<file path="config.mk">
export PLATFORM = sky130hd
export DESIGN_NAME = add_sub_cla_pipe
export DESIGN_NICKNAME = d
export VERILOG_FILES = /design/src/rtl/add_sub_cla_pipe.sv
export SDC_FILE = /design/constraint.sdc
export NUM_CORES = 1
export LEC_CHECK = 0
export CAP_MARGIN = 5
export CORE_MARGIN = 4
export CORE_UTILIZATION = 55
export DETAILED_ROUTE_END_ITERATION = 12
export GPL_ROUTABILITY_DRIVEN = 0
export GPL_TIMING_DRIVEN = 0
export PLACE_DENSITY = 0.84
export SYNTH_ARGS = -nofsm -noshare
export SYNTH_HDL_FRONTEND = slang
export SYNTH_SLANG_ARGS = --single-unit
</file>
<file path="constraint.sdc">
create_clock -name clk -period 5.3 [get_ports clk]
set_clock_uncertainty 0.2 [all_clocks]
set_input_delay 1.06 -clock clk [delete_from_list [all_inputs] [get_ports clk]]
set_output_delay 1.06 -clock clk [all_outputs]
set_load 0.005 [all_outputs]
</file>
<file path="src/rtl/add_sub_cla_pipe.sv">
// rtl/add_sub_cla_pipe.sv - pipelined chunked-CLA two's-complement adder/subtractor
// One carry chunk per register stage; valid/ready with a global stall, optional saturation, sticky overflow.
module add_sub_cla_pipe #(
  parameter int WIDTH    = 16,
  parameter int STAGES   = 4,
  parameter int SATURATE = 0
) (
  input  logic             clk,
  input  logic             rst,
  input  logic             in_valid,
  output logic             in_ready,
  input  logic             sub,
  input  logic             cin,
  input  logic [WIDTH-1:0] in1,
  input  logic [WIDTH-1:0] in2,
  output logic             out_valid,
  input  logic             out_ready,
  output logic [WIDTH-1:0] out,
  output logic             cout,
  output logic             invalid,
  output logic             ovf_sticky,
  input  logic             clr_sticky
);

  localparam int CW = WIDTH / STAGES;
  localparam int L  = STAGES - 1;

  // Lookahead carries expanded as sum-of-products over the chunk.
  function automatic logic [CW:0] cla_chunk(input logic [CW-1:0] a,
                                            input logic [CW-1:0] b,
                                            input logic          ci);
    logic [CW-1:0] g;
    logic [CW-1:0] p;
    logic [CW:0]   c;
    logic          acc;
    logic          pp;
    g    = a & b;
    p    = a ^ b;
    c    = '0;
    c[0] = ci;
    for (int i = 0; i < CW; i++) begin
      acc = g[i];
      pp  = p[i];
      for (int j = i - 1; j >= 0; j--) begin
        acc = acc | (pp & g[j]);
        pp  = pp & p[j];
      end
      c[i+1] = acc | (pp & ci);
    end
    return {c[CW], p ^ c[CW-1:0]};
  endfunction

  // Per-stage word: operand A with the chunks below the stage already replaced by sum bits.
  logic [WIDTH-1:0] word_q [STAGES];
  logic [WIDTH-1:0] word_d [STAGES];
  logic [WIDTH-1:0] b_q    [STAGES];
  logic [WIDTH-1:0] b_d    [STAGES];
  logic             c_q    [STAGES];
  logic             c_d    [STAGES];
  logic             v_q    [STAGES];
  logic             v_d    [STAGES];

  logic [WIDTH-1:0] out_q, out_d;
  logic             cout_q, cout_d;
  logic             invalid_q, invalid_d;
  logic             out_valid_q, out_valid_d;
  logic             sticky_q, sticky_d;

  logic             adv;
  logic [CW:0]      chunk;
  logic [CW:0]      top;
  logic [WIDTH-1:0] raw;
  logic             ovf;

  assign adv = !out_valid_q || out_ready;

  always_comb begin
    chunk     = '0;
    word_d[0] = in1;
    b_d[0]    = in2 ^ {WIDTH{sub}};
    c_d[0]    = cin ^ sub;
    v_d[0]    = in_valid;
    for (int k = 1; k < STAGES; k++) begin
      chunk     = cla_chunk(word_q[k-1][(k-1)*CW +: CW], b_q[k-1][(k-1)*CW +: CW], c_q[k-1]);
      word_d[k] = word_q[k-1];
      word_d[k][(k-1)*CW +: CW] = chunk[CW-1:0];
      b_d[k]    = b_q[k-1];
      c_d[k]    = chunk[CW];
      v_d[k]    = v_q[k-1];
    end

    top = cla_chunk(word_q[L][L*CW +: CW], b_q[L][L*CW +: CW], c_q[L]);
    raw = word_q[L];
    raw[L*CW +: CW] = top[CW-1:0];
    ovf = (word_q[L][WIDTH-1] == b_q[L][WIDTH-1]) && (raw[WIDTH-1] != word_q[L][WIDTH-1]);

    out_valid_d = v_q[L];
    cout_d      = top[CW];
    invalid_d   = ovf;
    out_d       = raw;
    if (SATURATE != 0 && ovf) begin
      out_d = word_q[L][WIDTH-1] ? {1'b1, {(WIDTH-1){1'b0}}} : {1'b0, {(WIDTH-1){1'b1}}};
    end

    sticky_d = sticky_q;
    if (out_valid_q && out_ready && invalid_q) begin
      sticky_d = 1'b1;
    end else if (clr_sticky) begin
      sticky_d = 1'b0;
    end
  end

  always_ff @(posedge clk or posedge rst) begin
    if (rst) begin
      for (int k = 0; k < STAGES; k++) begin
        word_q[k] <= '0;
        b_q[k]    <= '0;
        c_q[k]    <= 1'b0;
        v_q[k]    <= 1'b0;
      end
      out_q       <= '0;
      cout_q      <= 1'b0;
      invalid_q   <= 1'b0;
      out_valid_q <= 1'b0;
      sticky_q    <= 1'b0;
    end else begin
      if (adv) begin
        for (int k = 0; k < STAGES; k++) begin
          word_q[k] <= word_d[k];
          b_q[k]    <= b_d[k];
          c_q[k]    <= c_d[k];
          v_q[k]    <= v_d[k];
        end
        out_q       <= out_d;
        cout_q      <= cout_d;
        invalid_q   <= invalid_d;
        out_valid_q <= out_valid_d;
      end
      sticky_q <= sticky_d;
    end
  end

  assign in_ready   = adv;
  assign out_valid  = out_valid_q;
  assign out        = out_q;
  assign cout       = cout_q;
  assign invalid    = invalid_q;
  assign ovf_sticky = sticky_q;

endmodule

</file>
# [Word-level counts from Yosys, hierarchy flattened]
# Index checks and enable logic that the tools add are counted.
# Widths: inputs -> output; s select.
[totals] out_inout_bits=21 in_bits=39 register_bits=156 word_cells=149
[classes] n_bitwise=118 reduce_logical=6 n_mux=2 n_eq_ne=2
[op_table] operator="$and 1x1->1" n=64
[op_table] operator="$or 1x1->1" n=40
[op_table] operator="$xor 4x4->4" n=8
[op_table] operator="$and 4x4->4" n=4
[op_table] operator="$xor 16x16->16" n=1
[op_table] operator="$logic_and 1x1->1" n=3
[op_table] operator="$mux 1" n=2
[op_table] operator="$reduce_bool 2->1" n=1
[op_table] operator="$eq 1x1->1" n=1
[op_table] operator="$logic_not 1->1" n=1
[op_table] operator="$logic_or 1x1->1" n=1
[op_table] operator="$ne 1x1->1" n=1
[op_table] operator="$xor 1x1->1" n=1

# [Logic depth before layout (Yosys ltp)]
# Gate-level depths: netlist of the first run.
[depth] ltp_word=8 mapped_depth=7 ltp_nobuf=5

# [Worst setup path after synthesis of the first run]
# Ideal clock, no wire load.
[synth_timing] path_type="input -> output" start="input port out_ready" end="output port in_ready" t_arrival_ps=1559 path_slack_ps=2481 path_buffers=3 required_ps=4040 path_stages=5 path_cell_list="nor2b_2 buf_6 inv_2 buf_6 buf_6"
[synth_between] elab_chain_cells=1
[synth_lines] item="start, declared" line_no="17" text="input logic out_ready,"
[synth_lines] item="$logic_or 1x1->1" line_no="75" text="assign adv = !out_valid_q || out_ready;"
[synth_lines] item="end, declared" line_no="11" text="output logic in_ready,"
# No other way between the ends.

# [Worst setup path in the final report of the first run]
# Ends and elaborated chain as after synthesis.

==> results of run 1 <==
[layout by cell type, fill, tap and decap left out, drive strengths merged]
cell and n:
fa 4, clkbuf 23, buf 28, o21ai 40, o31ai 1, a211oi 8
clkinv 3, a21oi 12, nand2b 1, dfrtp 132, clkinvlp 6, o21bai 4
clkdlybuf4s50 58, bufinv 3, xor2 2, nand2 302, a21o 4, nor2 8
nor2b 1, xnor2 24, nand3 1, ha 16, inv 9
[final cells by class]
cell class | instances | area [um2]
clock buffers | 19 | 432
multi-input cells | 428 | 2080
clock inverters | 12 | 158
well taps | 133 | 166
repair buffers | 59 | 608
flip-flops and latches | 132 | 3300
inverters | 9 | 38.8
fillers | 695 | 2880
plain buffers | 31 | 199
[flip-flops by register name (all words and copies together), names as in the netlist]
| register | cells |
|---|---|
| out_d | 12 |
| b_d | 36 |
| word_d | 36 |
| invalid | 1 |
| cout | 1 |
| ovf_sticky | 1 |
| out | 16 |
| word_q | 16 |
| v_d | 3 |
| b_q | 4 |
| c_q | 4 |
| out_valid_d | 1 |
| out_valid | 1 |
[cells by family (layout without fill, tap and decap cells)]
group	after synthesis	in the layout	share of synthesized area [%]
xor gates and xnor gates	26	26	4.05
adders and majority gates	20	20	4.99
buffers and inverters	40	130	4.14
and+or+nand+nor	313	313	21.1
AOI/OAI and AO/OA	69	69	6.97
DFF	132	132	58.8
[critical path: stages]
cell                              delay [ps]
sky130_fd_sc_hd__clkdlybuf4s50_1         490
sky130_fd_sc_hd__nor2b_2                  50
sky130_fd_sc_hd__buf_6                   130
sky130_fd_sc_hd__inv_2                    70
sky130_fd_sc_hd__buf_6                   140
sky130_fd_sc_hd__buf_6                   170
sky130_fd_sc_hd__clkdlybuf4s50_1         510
[worst max path at each step]
stage          slack (ps)          to  cells after the start  startpoint
6_report             1400    in_ready                      7   out_ready
5_1_grt              1350    in_ready                      7   out_ready
4_1_cts              1410    in_ready                      7   out_ready
3_5_place_dp         1430    in_ready                      7   out_ready
3_3_place_gp        -1080  word_q[49]                      2         rst
2_1_floorplan         510     b_d[10]                      1         rst
[power breakdown]
| group | total [W] | internal, W | switching, W | leakage (nW) |
|---|---|---|---|---|
| Sequential | 0.00173 | 0.00146 | 0.000275 | 1.60 |
| Combinational | 0.00146 | 0.000658 | 0.000804 | 1.59 |
| Clock | 0.00115 | 0.000725 | 0.000428 | 0.268 |
| Total | 0.00435 | 0.00284 | 0.00151 | 3.46 |
[routing by layer]
metal | global-route usage, % | vias up | wire, um
met3 | 5.92 | 35 | 890
li1 | - | 2052 | -
met2 | 40.5 | 169 | 6480
met1 | 28.7 | 2092 | 4870
met5 | 0 | - | 0
met4 | 10.3 | 0 | 319
[metrics by stage]
| stage | util (%) | cells | hold slack (ps) | TNS [ps] | setup WS [ps] |
|---|---|---|---|---|---|
| finish | 70.8 | 823 | 262 | 0 | 1400 |
| global route | 70.8 | 823 | 284 | 0 | 1350 |
| CTS | 70.8 | 823 | 268 | 0 | 1410 |
| detailed placement | 64.9 | 792 | 254 | 0 | 1430 |
| global placement | 64.5 | 791 | 242 | -141480 | -1080 |
| floorplan | - | 600 | 230 | 0 | 514 |
==> parameters.txt, run 1 <==
Parameter                              Value

Run status
  Outcome ... finished, final reports clean

Route
  Routed length per placed instance ... 15.3 um
  Wire length reported by the detailed router ... around 13000 um
  Vias ... 4348
  Per-cell via count in the routed design ... about 5.3
  Drc violations ... 0
  First DRT Iteration DRCs ... 345
  Total iterations of the first detailed-routing run ... 5
  ANT nets after route ... 0

Flow run
  Max-Cap Viols ... 0

Worst setup path
  Flop2flop setup slack ... between 3000 and 4000 ps
  Critical Path AT ... 2640 ps
  Nature of the critical path endpoint ... output port
  Endpoint of the worst register-to-register path ... invalid
  Data required time of the worst path ... 4040 ps
  Critical path fanouts, max ... 10
  Worst r2r path cells ... 5
  Worst setup path category ... input port to output port
  Reg-to-reg critical path startpoint ... b_q[12]
  Type of element launching the critical path ... input port

Synthesis
  Yosys warning total ... 0
  Synth area leader ... sky130_fd_sc_hd__dfrtp_1
  Number of synthesized register bits ... around 130
  Cell with the most instances after synthesis ... sky130_fd_sc_hd__nand2_1
  Area share of the largest cell type after synthesis ... 58.8%
  Net count after synthesis ... 659
  Count of unique library cells instantiated by Yosys ... 24
  Mapped cell area ... 5620 um2
  Mean Syn Cell Area ... between 9 and 10 um2
  Post-synthesis cell count ... 600
  Most instantiated cells after synthesis ... sky130_fd_sc_hd__nand2_1 (302), sky130_fd_sc_hd__dfrtp_1 (132), sky130_fd_sc_hd__o21ai_0 (34), sky130_fd_sc_hd__xnor2_1 (24), sky130_fd_sc_hd__ha_1 (16)
  Number of enable-type register cells in the synthesized netlist ... 0
  Register area share after synthesis ... 58.8%
  Cells taking the most area after synthesis ... sky130_fd_sc_hd__dfrtp_1 (59%), sky130_fd_sc_hd__nand2_1 (20%), sky130_fd_sc_hd__xnor2_1 (3.7%), sky130_fd_sc_hd__ha_1 (3.6%), sky130_fd_sc_hd__o21ai_0 (3.0%)
  Synth Flop Type ... sky130_fd_sc_hd__dfrtp_1
  Share of synthesized flip-flops with an asynchronous set or reset ... 100%

Placement
  Number of input and output port buffers inserted ... 58
  Instance area after placement ... 6400 um2
  HPWL after detailed placement ... 8390 um

Timing
  Fmax ... 256 MHz
  Least-Margin Pin Slew ... 672 ps
  Final count of negative-setup-slack endpoints ... 0
  Fin. Hold Viols ... 0
  Setup repair after global routing missed its margin ... false
  Final number of max-transition violations ... 0
  Final min period ... 3900 ps
  Final period util ... 73.6%
  Relative slew slack ... between 50% and 60%

Final layout
  Final cell area excluding filler cells ... 6990 um2
  Antenna diode instance count ... 0
  Layout Nets ... 737
  Share of post-route cells with drive strength above 1 ... 8.99%
  Layout-stage area growth over the synthesis result ... 24.4%

Clock network
  Number of clock buffers inserted by TritonCTS ... 17
  CTS Root Buffer Type ... sky130_fd_sc_hd__clkbuf_8
  Maximum buffer depth of the clock tree ... 2
  Clock latency on the worst-skew pair ... 530 ps
  Post-CTS Resized ... 0
  Clock sink count ... 132
  # H-tree levels ... 4
  CTS tree ... yes
  Clock-pin slew of the registers on the worst-case setup and hold paths ... 60 ps
  Hold Buf Count CTS ... 0
  Post-CTS Repair Setup Buffers ... 0

Die
  I/O pin cnt ... 60
  Row count ... 36
  Width of the chip ... 109 um
  Die Outline Area ... 11900 um2
  Total core area ... 9860 um2
  Die Y-Extent ... 109 um
  Initial core utilization ... 57.0%

Worst hold path
  Path class of the lowest-slack min-delay path ... flop to flop
  Launch instance of the worst min-delay path ... out[3]
  WHS Endpoint ... out[3]
  Instance count along the most critical hold path ... 2

Pwr
  Power density relative to cell area ... 622 nW/um2
  Leakage dissipation ... approximately 3.5 nW
  Final total power ... 0.00435 W
  IR drop worst, VDD ... 0.268 mV

GRT
  Leftover overflow at the end of global routing ... 0
  All-layer global routing usage ... 23.8%
  Number of global-route vias before repair ... 4500
  Pin count of the biggest net entering global routing ... 80
  Initial antenna violation count ... 0
  Global-route wire length before repair ... 21200 um
(Power assumes the default switching activity.)
==> run 2: changes to the inputs <==
--- a/config.mk
+++ b/config.mk
@@ -7,11 +7,11 @@
 export LEC_CHECK = 0
 export CAP_MARGIN = 5
 export CORE_MARGIN = 4
-export CORE_UTILIZATION = 55
+export CORE_UTILIZATION = 51
 export DETAILED_ROUTE_END_ITERATION = 12
 export GPL_ROUTABILITY_DRIVEN = 0
 export GPL_TIMING_DRIVEN = 0
-export PLACE_DENSITY = 0.84
+export PLACE_DENSITY = 0.82
 export SYNTH_ARGS = -nofsm -noshare
 export SYNTH_HDL_FRONTEND = slang
 export SYNTH_SLANG_ARGS = --single-unit
==> constraint.sdc (replaced) <==
create_clock -name clk -period 3.17 [get_ports clk]
set_clock_uncertainty 0.2 [all_clocks]
set_input_delay 0.634 -clock clk [delete_from_list [all_inputs] [get_ports clk]]
set_output_delay 0.634 -clock clk [all_outputs]
set_load 0.005 [all_outputs]
==> run 2 against run 1 <==
- clock-buffer cell count stayed put
- sequential power up 68%
- critical path depth unchanged
- register-to-register slack lost 2100 ps
- clock power grew 74%
- setup slack got worse by 1300 ps
- combinational power is 71% higher
- critical path type unchanged
==> parameters.txt, run 2 (synthesis results as in run 1) <==
Parameter                              Value

Timing
  Worst path setup slack after routing ... 118 ps
  Final count of negative-setup-slack endpoints ... 0
  Relative slew slack ... 57.3%
  Final worst hold slack ... 261 ps
  Least-Margin Pin Slew ... 639 ps
  Final number of max-transition violations ... 0
  Fmax ... 328 MHz
  Final min period ... 3050 ps
  Setup repair after global routing missed its margin ... false
  Fin. Hold Viols ... 0
  Final period util ... 96.3%

Pwr
  Leakage dissipation ... 3.48 nW
  Power density relative to cell area ... 1050 nW/um2
  Part of the power in the clock network ... approximately 27%
  Combinational power share ... 33.6%
  Relative contribution of sequential cells to total power ... 39.3%
  Switching power share of the total ... 34.7%
  IR drop worst, VDD ... ~0.47 mV
  Sw Pwr ... 0.00257 W
  Total internal power ... 0.00483 W

Clock network
  Post-CTS Repair Setup Buffers ... 0
  Clock latency on the worst-skew pair ... between 500 and 600 ps
  CTS tree ... yes
  Hold Buf Count CTS ... 0
  Post-CTS Resized ... 0
  # H-tree levels ... 4
  CTS Root Buffer Type ... sky130_fd_sc_hd__clkbuf_8
  Clock sink count ... 132
  Number of clock buffers inserted by TritonCTS ... 17
  Clock-pin slew of the registers on the worst-case setup and hold paths ... ~60 ps
  Maximum buffer depth of the clock tree ... 2

Final layout
  Count of non-filler cells in the finished layout ... between 800 and 900
  Layout Nets ... 739
  Commonest cells after routing, fill and taps aside ... sky130_fd_sc_hd__nand2_1 (302), sky130_fd_sc_hd__dfrtp_1 (132), sky130_fd_sc_hd__clkdlybuf4s50_1 (58)
  Most common cell after layout, fill and taps aside ... sky130_fd_sc_hd__nand2_1
  Antenna diode instance count ... 0
  Share of post-route cells with drive strength above 1 ... a little under a tenth
  Final cell utilization of the core ... between 60% and 70%
  Layout-stage area growth over the synthesis result ... 25.3%

Die
  Die Y-Extent ... 113 um
  Die Outline Area ... 12800 um2
  Initial core utilization ... 52.1%
  I/O pin cnt ... 60
  Row count ... 38
  Width of the chip ... 113 um
  Total core area ... 10800 um2

Worst hold path
  Path class of the lowest-slack min-delay path ... flop to flop

Worst setup path
  Worst setup path category ... input port to output port
  Crit-path cells ... clkdlybuf4s50_1 > nor2b_2 > buf_6 > inv_2 > buf_6 > buf_6 > clkdlybuf4s50_1
  Largest delay share family, worst path ... buffers and inverters
  Cell type of the slowest stage on the worst timing path ... sky130_fd_sc_hd__clkdlybuf4s50_1
  Data required time of the worst path ... 2340 ps
  Nature of the critical path endpoint ... output port
  Critical path's most frequent cell ... sky130_fd_sc_hd__buf_6
  Peak per-stage delay on the critical path ... 510 ps
  Critical path fanouts, max ... 10
  Buffers plus inverters on the worst setup path ... 6
  Type of element launching the critical path ... input port
  Critical Path AT ... 2220 ps

Route
  Routed length per placed instance ... 15.4 um
  ANT nets after route ... 0
  Wire length reported by the detailed router ... 12800 um
  First DRT Iteration DRCs ... 251
  Vias ... 4327
  Total iterations of the first detailed-routing run ... 4
  Drc violations ... 0
  Per-cell via count in the routed design ... 5.20

GRT
  Global-route wire length before repair ... around 22000 um
  All-layer global routing usage ... 21.9%
  Number of global-route vias before repair ... between 4000 and 5000
  Initial antenna violation count ... 0
  Leftover overflow at the end of global routing ... 0
  Pin count of the biggest net entering global routing ... 42

Placement
  Worst setup slack before clock tree synthesis ... 124 ps
  HPWL after detailed placement ... 8810 um
  Count of placed standard cells including taps ... 801
  Number of input and output port buffers inserted ... just under 60

Run status
  Outcome ... finished, final reports clean

Flow run
  Max-Cap Viols ... 0
run 2: stage by stage:
| stage | power, W | instance area, um2 | TNS [ps] |
|---|---|---|---|
| 4_1_cts | 0.00741 | 7040 | 0 |
| 2_1_floorplan | 0.00443 | 5620 | 0 |
| 6_report | 0.00740 | 7040 | 0 |
| 3_5_place_dp | 0.00531 | 6440 | 0 |
| 3_3_place_gp | 0.00512 | 6380 | -45960 |
| 5_1_grt | 0.00787 | 7040 | 0 |
run 2: final cells by class:
type / count / area [um2]
plain buffers: 31 / 199
clock inverters: 12 / 183
inverters: 9 / 37.5
clock buffers: 19 / 422
fillers: 831 / 3750
multi-input cells: 428 / 2080
repair buffers: 61 / 641
flip-flops and latches: 132 / 3300
well taps: 140 / 175
run 2: final timing paths:
kind	from	slack [ps]	to	cells past startpoint
worst min register to register	out[1]	260	out[1]	2
worst max register to register	b_q[12]	1270	invalid	5
max in group asynchronous	rst	1830	b_d[15]	3
min in group asynchronous	rst	350	out_d[9]	2
worst min-delay path	out[1]	260	out[1]	2
worst max-delay path	out_ready	120	in_ready	7
run 2: metal layers:
| layer | GRT usage, % | wire, um |
|---|---|---|
| met1 | 26.0 | 5070 |
| met4 | 8.89 | 389 |
| met3 | 5.72 | 796 |
| met5 | 0 | 0 |
| met2 | 38.1 | 6580 |
run 2: worst register-to-register path: cells and delay by family, from the launching register on:
| family | cells | cell delay (ps) |
|---|---|---|
| adder cells (fa/ha/maj) | 1 | 320 |
| AO/OA/AOI/OAI | 3 | 710 |
| XOR/XNOR | 1 | 150 |
| flip-flops | 1 | 430 |
run 2: power by group through the flow:
stage,Sequential (W),Combinational (W),Clock [W]
final,0.00291,0.00249,0.00200
after global routing,0.00300,0.00277,0.00210
after CTS,0.00290,0.00249,0.00202
after detailed placement,0.00291,0.00240,0
after global placement,0.00287,0.00225,0
after floorplan,0.00279,0.00163,0
==> run 3: changes to the inputs <==
--- a/config.mk
+++ b/config.mk
@@ -12,6 +12,7 @@
 export GPL_ROUTABILITY_DRIVEN = 0
 export GPL_TIMING_DRIVEN = 0
 export PLACE_DENSITY = 0.82
+export SETUP_SLACK_MARGIN = 0.4
 export SYNTH_ARGS = -nofsm -noshare
 export SYNTH_HDL_FRONTEND = slang
 export SYNTH_SLANG_ARGS = --single-unit
==> run 3 against run 2 <==
- non-clock buffer count grew 2
- cell count grew 0.24%
- largest cell class unchanged
- wire length is 1.3% higher
- largest power group unchanged
- setup slack gained 470 ps
- clock power barely moved
==> parameters.txt, run 3 (synthesis results as in run 1) <==
Parameter                              Value

Run status
  Outcome ... finished, final reports clean

Final layout
  Count of non-filler cells in the finished layout ... 834
  Most common cell after layout, fill and taps aside ... sky130_fd_sc_hd__nand2_1
  Layout Nets ... 741
  Share of post-route cells with drive strength above 1 ... 9.37%
  Antenna diode instance count ... 0
  Final cell utilization of the core ... between 60% and 70%
  Commonest cells after routing, fill and taps aside ... sky130_fd_sc_hd__nand2_1 (302), sky130_fd_sc_hd__dfrtp_1 (132), sky130_fd_sc_hd__clkdlybuf4s50_1 (56)
  Layout-stage area growth over the synthesis result ... 25.6%

Worst setup path
  Crit-path cells ... nor2b_2 > buf_6 > inv_2 > buf_6 > buf_8 > dlygate4sd2_1
  Buffers plus inverters on the worst setup path ... 5
  Largest delay share family, worst path ... buffers and inverters
  Cell type of the slowest stage on the worst timing path ... sky130_fd_sc_hd__dfrtp_1
  Data required time of the worst path ... 2340 ps
  Worst setup path category ... flop to output port
  Critical Path AT ... 1740 ps
  Nature of the critical path endpoint ... output port
  Critical path fanouts, max ... 8
  Worst r2r path cells ... 5
  Peak per-stage delay on the critical path ... 360 ps
  Type of element launching the critical path ... flop
  Critical path's most frequent cell ... sky130_fd_sc_hd__buf_6
  Number of gates on the worst path with buffers counted ... 6

GRT
  Pin count of the biggest net entering global routing ... 42
  M1 GR Usage ... 26.0%
  Leftover overflow at the end of global routing ... 0
  Number of global-route vias before repair ... 4647
  Global route hottest layer ... met2
  Global-route track usage on met3 ... 5.72%
  Global-route wire length before repair ... 22100 um
  Initial antenna violation count ... 0
  All-layer global routing usage ... 22.2%
  Met2 demand-to-capacity share in global routing ... 38.4%

Route
  Vias ... 4381
  Drc violations ... 0
  Routed length per placed instance ... roughly 16 um
  Wire length reported by the detailed router ... between 10000 and 15000 um
  ANT nets after route ... 0
  Total iterations of the first detailed-routing run ... 5
  Per-cell via count in the routed design ... 5.25
  First DRT Iteration DRCs ... between 200 and 250

Timing
  Fin. Hold Viols ... 0
  Final min period ... 2580 ps
  Least-Margin Pin Slew ... ~640 ps
  Worst path setup slack after routing ... 593 ps
  Final number of max-transition violations ... 0
  Fmax ... roughly 390 MHz
  Setup repair after global routing missed its margin ... false
  Relative slew slack ... 57.0%
  Final count of negative-setup-slack endpoints ... 0
  Final period util ... 81.3%
  Final worst hold slack ... 260 ps

Placement
  Count of placed standard cells including taps ... 801
  Number of input and output port buffers inserted ... between 50 and 60
  Worst setup slack before clock tree synthesis ... 124 ps
  HPWL after detailed placement ... 8810 um

Die
  Width of the chip ... 113 um
  I/O pin cnt ... 60
  Die Y-Extent ... 113 um
  Die Outline Area ... approximately 13000 um2
  Initial core utilization ... 52.1%
  Total core area ... 10800 um2
  Row count ... 38

Worst hold path
  Path class of the lowest-slack min-delay path ... flop to flop
  Instance count along the most critical hold path ... 2

Pwr
  Power density relative to cell area ... 1050 nW/um2
  IR drop worst, VDD ... around 0.47 mV
  Leakage dissipation ... roughly 3.5 nW
  Final total power ... 0.00741 W

Flow run
  Max-Cap Viols ... 0

Clock network
  CTS Root Buffer Type ... sky130_fd_sc_hd__clkbuf_8
  Clock sink count ... 132
  Clock-pin slew of the registers on the worst-case setup and hold paths ... roughly 60 ps
  Clock latency on the worst-skew pair ... 530 ps
  Number of clock buffers inserted by TritonCTS ... 17
  Maximum buffer depth of the clock tree ... 2
  # H-tree levels ... 4
  CTS tree ... yes
  Hold Buf Count CTS ... 0
==> run 3: report_power, final <==
part	switching [W]	internal, W
logic	0.00138	0.00112
registers	0.000473	0.00244
clock network	0.000730	0.00127
==> run 3: repair_timing <==
item / 4_1_cts / 5_1_grt
setup buffers: 2 / 0
gates resized for setup: 3 / 0
endpoints found under the setup margin: 1 / 0
==> run 3: layer usage <==
layer | routed length (um) | part of all wire (%)
met2 | 6670 | 51
met4 | 434 | 3.3
met1 | 5010 | 39
met5 | 0 | 0
met3 | 877 | 6.7
==> run 3: worst min-delay path, cell delays in order, from the launching register on <==
cell                      delay (ps)
sky130_fd_sc_hd__dfrtp_1         340
sky130_fd_sc_hd__nand2_1          50
sky130_fd_sc_hd__nand2_1          40
==> run 3: path summary, 6_finish.rpt <==
check                                 to  startpoint  slack (ps)
max in group asynchronous        b_d[15]         rst        1830
min in group asynchronous         c_q[1]         rst         340
worst min register to register    out[1]      out[1]         260
worst max-delay path            in_ready   out_valid         590
worst max register to register   invalid     b_q[12]        1280
worst min-delay path              out[1]      out[1]         260
==> run 3: cell type report <==
cell class	instances	area, um2
well taps	140	175
plain buffers	31	203
fillers	832	3730
repair buffers	63	653
flip-flops and latches	132	3300
clock buffers	19	422
inverters	9	37.5
multi-input cells	428	2080
clock inverters	12	183
==> run 3: stage by stage <==
stage	area [um2]	TNS [ps]
final	7060	0
after detailed placement	6440	0
after global placement	6380	-45960
after floorplan	5620	0
after CTS	7060	0
after global routing	7060	0
